### src/rtl/ecs3_tx_arbiter.sv
// ECS3 transmitter arbiter: round-robin grant, start/busy sequencing
// and an inter-frame gap so the far-end idle delimiter always expires.
module ecs3_tx_arbiter #(
  parameter int N_REQ      = 4,
  parameter int GAP_CYCLES = 16,
  parameter int START_TO   = 32
) (
  input  logic                clk,
  input  logic                nRST,
  input  logic [N_REQ-1:0]    req,
  input  logic [16*N_REQ-1:0] req_data,
  output logic [N_REQ-1:0]    gnt,
  output logic [N_REQ-1:0]    done,
  output logic                err,
  output logic [15:0]         tx_data,
  output logic                tx_start,
  input  logic                tx_busy,
  output logic                arb_busy
);

  localparam int PW   = $clog2(N_REQ);
  localparam int CMAX = (GAP_CYCLES > START_TO) ? GAP_CYCLES : START_TO;
  localparam int CW   = $clog2(CMAX) + 1;

  localparam logic [CW-1:0] GAP_LAST = CW'(GAP_CYCLES - 1);
  localparam logic [CW-1:0] TO_LAST  = CW'(START_TO - 1);
  localparam logic [PW-1:0] PTR_LAST = PW'(N_REQ - 1);

  typedef enum logic [2:0] {
    S_IDLE  = 3'd0,
    S_START = 3'd1,
    S_WAIT  = 3'd2,
    S_XFER  = 3'd3,
    S_GAP   = 3'd4
  } state_e;

  state_e           state_q, state_d;
  logic [N_REQ-1:0] gnt_q, gnt_d;
  logic [PW-1:0]    ptr_q, ptr_d;
  logic [15:0]      data_q, data_d;
  logic [CW-1:0]    cnt_q, cnt_d;

  logic [N_REQ-1:0] req_rot;
  logic             win_vld;
  logic [PW-1:0]    win_idx;
  logic [PW:0]      win_sum;
  logic [15:0]      win_data;
  logic             fin;

  // Rotate so bit 0 is the requester at the pointer; first set bit wins.
  assign req_rot = N_REQ'({req, req} >> ptr_q);

  always_comb begin
    win_vld  = 1'b0;
    win_idx  = '0;
    win_sum  = '0;
    win_data = '0;
    for (int i = 0; i < N_REQ; i++) begin
      if (!win_vld && req_rot[i]) begin
        win_vld = 1'b1;
        win_sum = {1'b0, ptr_q} + (PW+1)'(i);
        if (win_sum >= (PW+1)'(N_REQ)) begin
          win_sum = win_sum - (PW+1)'(N_REQ);
        end
        win_idx = win_sum[PW-1:0];
      end
    end
    for (int j = 0; j < N_REQ; j++) begin
      if (win_idx == PW'(j)) begin
        win_data = req_data[16*j +: 16];
      end
    end
  end

  always_ff @(posedge clk or negedge nRST) begin
    if (!nRST) begin
      state_q <= S_IDLE;
      gnt_q   <= '0;
      ptr_q   <= '0;
      data_q  <= '0;
      cnt_q   <= '0;
    end else begin
      state_q <= state_d;
      gnt_q   <= gnt_d;
      ptr_q   <= ptr_d;
      data_q  <= data_d;
      cnt_q   <= cnt_d;
    end
  end

  always_comb begin
    state_d  = state_q;
    gnt_d    = gnt_q;
    ptr_d    = ptr_q;
    data_d   = data_q;
    cnt_d    = cnt_q;
    tx_start = 1'b0;
    err      = 1'b0;
    fin      = 1'b0;
    case (state_q)
      S_IDLE: begin
        gnt_d = '0;
        if (win_vld) begin
          gnt_d   = N_REQ'(1) << win_idx;
          data_d  = win_data;
          ptr_d   = (win_idx == PTR_LAST) ? '0 : win_idx + PW'(1);
          state_d = S_START;
        end
      end
      S_START: begin
        tx_start = 1'b1;
        cnt_d    = '0;
        state_d  = S_WAIT;
      end
      S_WAIT: begin
        if (tx_busy) begin
          state_d = S_XFER;
        end else if (cnt_q == TO_LAST) begin
          fin     = 1'b1;
          err     = 1'b1;
          gnt_d   = '0;
          cnt_d   = '0;
          state_d = S_GAP;
        end else if (cnt_q != '1) begin
          cnt_d = cnt_q + CW'(1);
        end
      end
      S_XFER: begin
        if (!tx_busy) begin
          fin     = 1'b1;
          gnt_d   = '0;
          cnt_d   = '0;
          state_d = S_GAP;
        end
      end
      S_GAP: begin
        gnt_d = '0;
        if (cnt_q == GAP_LAST) begin
          cnt_d   = '0;
          state_d = S_IDLE;
        end else if (cnt_q != '1) begin
          cnt_d = cnt_q + CW'(1);
        end
      end
      default: begin
        gnt_d   = '0;
        cnt_d   = '0;
        state_d = S_IDLE;
      end
    endcase
  end

  assign gnt      = gnt_q;
  assign done     = fin ? gnt_q : '0;
  assign tx_data  = data_q;
  assign arb_busy = (state_q != S_IDLE);

endmodule

### config.mk
export PLATFORM = sky130hd
export DESIGN_NAME = ecs3_tx_arbiter
export DESIGN_NICKNAME = d
export VERILOG_FILES = /design/src/rtl/ecs3_tx_arbiter.sv
export SDC_FILE = /design/constraint.sdc
export NUM_CORES = 1
export LEC_CHECK = 0
export CORE_ASPECT_RATIO = 1.25
export CORE_MARGIN = 5
export CORE_UTILIZATION = 25
export DETAILED_ROUTE_END_ITERATION = 6
export GPL_TIMING_DRIVEN = 0
export PLACE_DENSITY = 0.6
export SKIP_LAST_GASP = 1
export SLEW_MARGIN = 20
export SYNTH_ARGS = -nofsm -noshare
export SYNTH_HDL_FRONTEND = slang
export SYNTH_SLANG_ARGS = --single-unit
export TNS_END_PERCENT = 50
### constraint.sdc
create_clock -name clk -period 3.06 [get_ports clk]
set_clock_uncertainty 0.2 [all_clocks]
set_input_delay 0.459 -clock clk [delete_from_list [all_inputs] [get_ports clk]]
set_output_delay 0.459 -clock clk [all_outputs]
set_load 0.1 [all_outputs]
==> flow_results.org <==
** CTS
- Buffers inserted during clock tree synthesis total 5.
- Post-CTS setup buffer count :: 0
- TritonCTS clock tree :: done
- Clock-pin slew was measured on the worst setup and hold paths at 0.08 ns.
- Count of H-tree levels built during CTS :: 2
- Clock insertion delay at the later pin of the skew report :: 0.28 ns
- The tree built by TritonCTS fans out to 31 sinks.
- Clock root cell :: sky130_fd_sc_hd__clkbuf_8
- No sink is reached through more buffers than the 2 on the longest clock path.

** Logic synthesis
- In the synthesized netlist, mux cells make up 1.52% of the area.
- Summing the areas of all compound-gate instances in the mapped netlist gives 30.2% of the synthesized area.
- Post-Synthesis Cell Area :: 2060 µm²
- Of the total synthesized cell area, the portion taken by full adders, half adders and majority gates is 3.04%.
- Averaged over all synthesized cells, the footprint is 8.92 µm².
- The cell count after synthesis came out at 231.
- Synth Flop Type :: sky130_fd_sc_hd__dfrtp_1
- After synthesis, the largest family of logic cells by area is compound AO/OA/AOI/OAI gates.
- Counting flops with a built-in enable in the synthesized netlist gives 0.
- Register area share after synthesis :: 37.7%
- Synthesis inferred 31 register bits.
- Counting every net in the synthesized netlist gives 307.
- Summing the areas of all xor and xnor instances in the mapped netlist gives 0.425% of the synthesized area.
- Yosys printed 0 warnings.
- Ranked by total cell area, the synthesized netlist is headed by sky130_fd_sc_hd__dfrtp_1 (38%), sky130_fd_sc_hd__a221oi_1 (6.8%), sky130_fd_sc_hd__a211o_1 (6.0%), sky130_fd_sc_hd__a31oi_1 (4.3%), sky130_fd_sc_hd__nor2_1 (4.0%).
- Asr flop ratio synth :: 100%
- Synth cell types :: 46
- Area share of the leading cell type in the synthesized netlist :: 37.7%
- The largest total area in the synthesized netlist belongs to sky130_fd_sc_hd__dfrtp_1.
- Post-synthesis simple-gate area fraction :: 18.7%

** Finish
- Cells with a size suffix above 1 make up 9.76% of the layout.
- Net total in the final layout :: 413
- Measured on the finished design, the core utilization comes to 40.3%.
- Registers take 776 µm².
- Most frequent cells in the layout :: sky130_fd_sc_hd__clkdlybuf4s50_1 (90), sky130_fd_sc_hd__dfrtp_1 (31), sky130_fd_sc_hd__nor2_1 (22), sky130_fd_sc_hd__inv_1 (20), sky130_fd_sc_hd__nand2_1 (20)
- Filler Cell Count :: 858
- Summing all multi-input logic gate instances after layout gives 1120 µm².
- With fillers left out, the area of the finished cells amounts to 3280 µm².
- From synthesis to final layout, the design area changed by 59.4%.
- Commonest non-fill, non-tap cell in the layout :: sky130_fd_sc_hd__clkdlybuf4s50_1
- ANT cells :: 0

** Power and ir drop
- Maximum ir drop on the vdd rail :: 0.000674 V
- Switching share of power :: 56.5%
- For this design the total switching power over the nets is 2190 µW.
- The internal power of the cells totals 1690 µW.
- Power Dens Cells :: 1180 nW/µm²
- Part of the power in combinational logic :: 70.1%
- Part of the total power dissipated in sequential elements :: 19.2%
- Leakage power summed over all cells :: 0.00140 µW
- Final Power :: 3870 µW
- Clock share of power :: 10.7%

** Routing
- After detailed routing, the average wire length per cell comes to 16.0 µm.
- Detailed router's first-iteration violation count :: 53
- Signal routing reaches up to met4.
- Detailed-route wire length :: 6.97 mm
- Metal2 WL :: 3.57 mm
- After detailed routing, the number of remaining DRC violations is 0.
- Detailed routing inserted a total of 2,189 vias.
- The pre-antenna-repair detailed-routing pass consisted of 4 iterations.
- The count of nets left with antenna violations once routing finished came out at 0.
- M1 WL :: 2.69 mm
- Summed over all nets, wire length on met3 after detailed routing comes to 651 µm.
- After detailed routing, the number of vias per cell comes to 5.03.

** STA
- Worst hold margin :: 0.337 ns
- Final Setup Violations :: 1
- Unrepaired setup endpoints after global routing :: true
- Final hold vios :: 0
- Slew at the pin closest to its max-slew limit :: 1.01 ns
- The count of final max-slew check failures was 0.
- Period Utilization, post-route :: 100%
- Maximum operating frequency :: 325 MHz
- Final WS setup :: -0.0128 ns
- The worst pin sits at a relative slew slack of 32.4%.
- Final critical path time including I/O delays and setup :: 3.07 ns

** Setup path
- By startpoint and endpoint, the worst setup path is classified as register to output port.
- The worst setup path is captured at an output port.
- The worst setup path is launched from a register.
- Critical-path maximum fanout :: 8
- Arrival time at the worst endpoint :: 2.41 ns
- Data on the critical path is required at its endpoint by 2.40 ns.
- The worst register-to-register path has a setup slack of 0.38 ns.

** Placed design
- During placement, the flow inserted port buffers numbering 97.
- Routability-driven placement finished with a final weighted congestion of 0.762.
- Detailed placement finished with a half-perimeter wire length of 5.49 mm.
- Place WS :: -0.359 ns
- Placed instance area :: 3170 µm²

** Global route
- Global-route wire length before repair :: 11.5 mm
- Largest net degree at the start of global routing :: 25
- The number of antenna violations at the first check in global routing is 0.
- The total overflow left after global routing is 0.
- Via count of the first global-routing pass :: 2,382
- Global routing usage summed across all routing layers :: 13.7%

** Floorplan
- Core Box Area :: 8150 µm²
- The die covers 10,200 µm².
- Initial Utilization :: 25.3%
- Cell Rows :: 37
- # IOs :: 98
- Floorplan die width :: 91.2 µm
- Chip height :: 111 µm

** Worst hold path
- Type of the tightest min-delay check :: register to register

** Run status
- Outcome :: finished, violations left
- Violations in the final reports :: setup timing

** Run
- The tool flagged a number of max-cap violations equal to 0.
sequential cells by signal, indices dropped and copies added, names as in the netlist:
signal / count
ptr_q: 2
gnt: 4
tx_data: 16
state_q: 3
cnt_q: 6
kinds of logic (layout without fill, tap and decap cells):
kind of cell / count (synthesis) / in the layout
AO/OA/AOI/OAI: 79 / 79
XOR/XNOR: 1 / 1
adder cells (fa/ha/maj): 5 / 5
buffers and inverters: 36 / 143
flip-flops: 31 / 31
multiplexers: 3 / 3
AND/OR/NAND/NOR: 76 / 76
metrics by stage:
step	instances	TNS, ns
2_1_floorplan	231	0
3_5_place_dp	426	-5.81
5_1_grt	435	-0.601
6_report	435	-0.0128
4_1_cts	435	-0.0734
3_3_place_gp	425	-4.70
layout make-up:
class                           instances  area share, %
Timing Repair Buffer                   99           29.8
Clock buffer                            5           2.10
Buffer                                 16           3.01
Multi-Input combinational cell        164           34.1
Clock inverter                          3           1.33
Sequential cell                        31           23.6
Tap cell                               97           3.70
Inverter                               20           2.29
worst max-delay path, stage by stage (launching register included):
cell and delay, ns:
sky130_fd_sc_hd__dfrtp_1 0.48, sky130_fd_sc_hd__nand2b_1 0.26, sky130_fd_sc_hd__nor3_2 0.36, sky130_fd_sc_hd__and3_1 0.22, sky130_fd_sc_hd__clkdlybuf4s15_1 0.82
power groups by stage:
stage	registers (µW)	clock network [µW]	logic [µW]
finish	743	414	2720
global route	772	444	2880
CTS	744	425	2730
detailed placement	750	0	2730
global placement	742	0	2710
floorplan	1680	0	1080
worst paths after layout:
path,from,end,cells after the start
hold reg to reg,tx_data[1],tx_data[1],2
setup reg to reg,ptr_q[1],tx_data[4],10
max in group asynchronous,nRST,cnt_q[3],3
min in group asynchronous,nRST,tx_data[10],2
setup / recovery,state_q[2],err,4
hold / removal,tx_data[1],tx_data[1],2
repair_timing:
action,CTS,global route
pin swaps,0,1
setup endpoints to repair,8,21
endpoints found under the hold margin,7,0
gates resized for setup,21,3
hold buffers,1,0
synthesized netlist by cell type, drive strengths merged, types with 3 or more instances:
master,instances
a211o,14
a21oi,8
a221oi,16
a22o,4
a31oi,14
and2,5
and3,4
buf,9
clkbuf,7
dfrtp,31
ha,5
inv,20
nand2,20
nand3,3
nor2,22
nor2b,6
nor3,4
nor3b,3
o211ai,3
o21ai,3
o221ai,3
o31a,3
or3,3
per-layer routing:
layer  vias to the layer above  global-route usage (%)
li1                       1064                       -
met1                      1035                    15.7
met2                        84                    23.8
met3                         6                    5.07
met4                         0                    3.82
met5                         -                       0
Note: power is estimated with default switching activity, not from simulation.
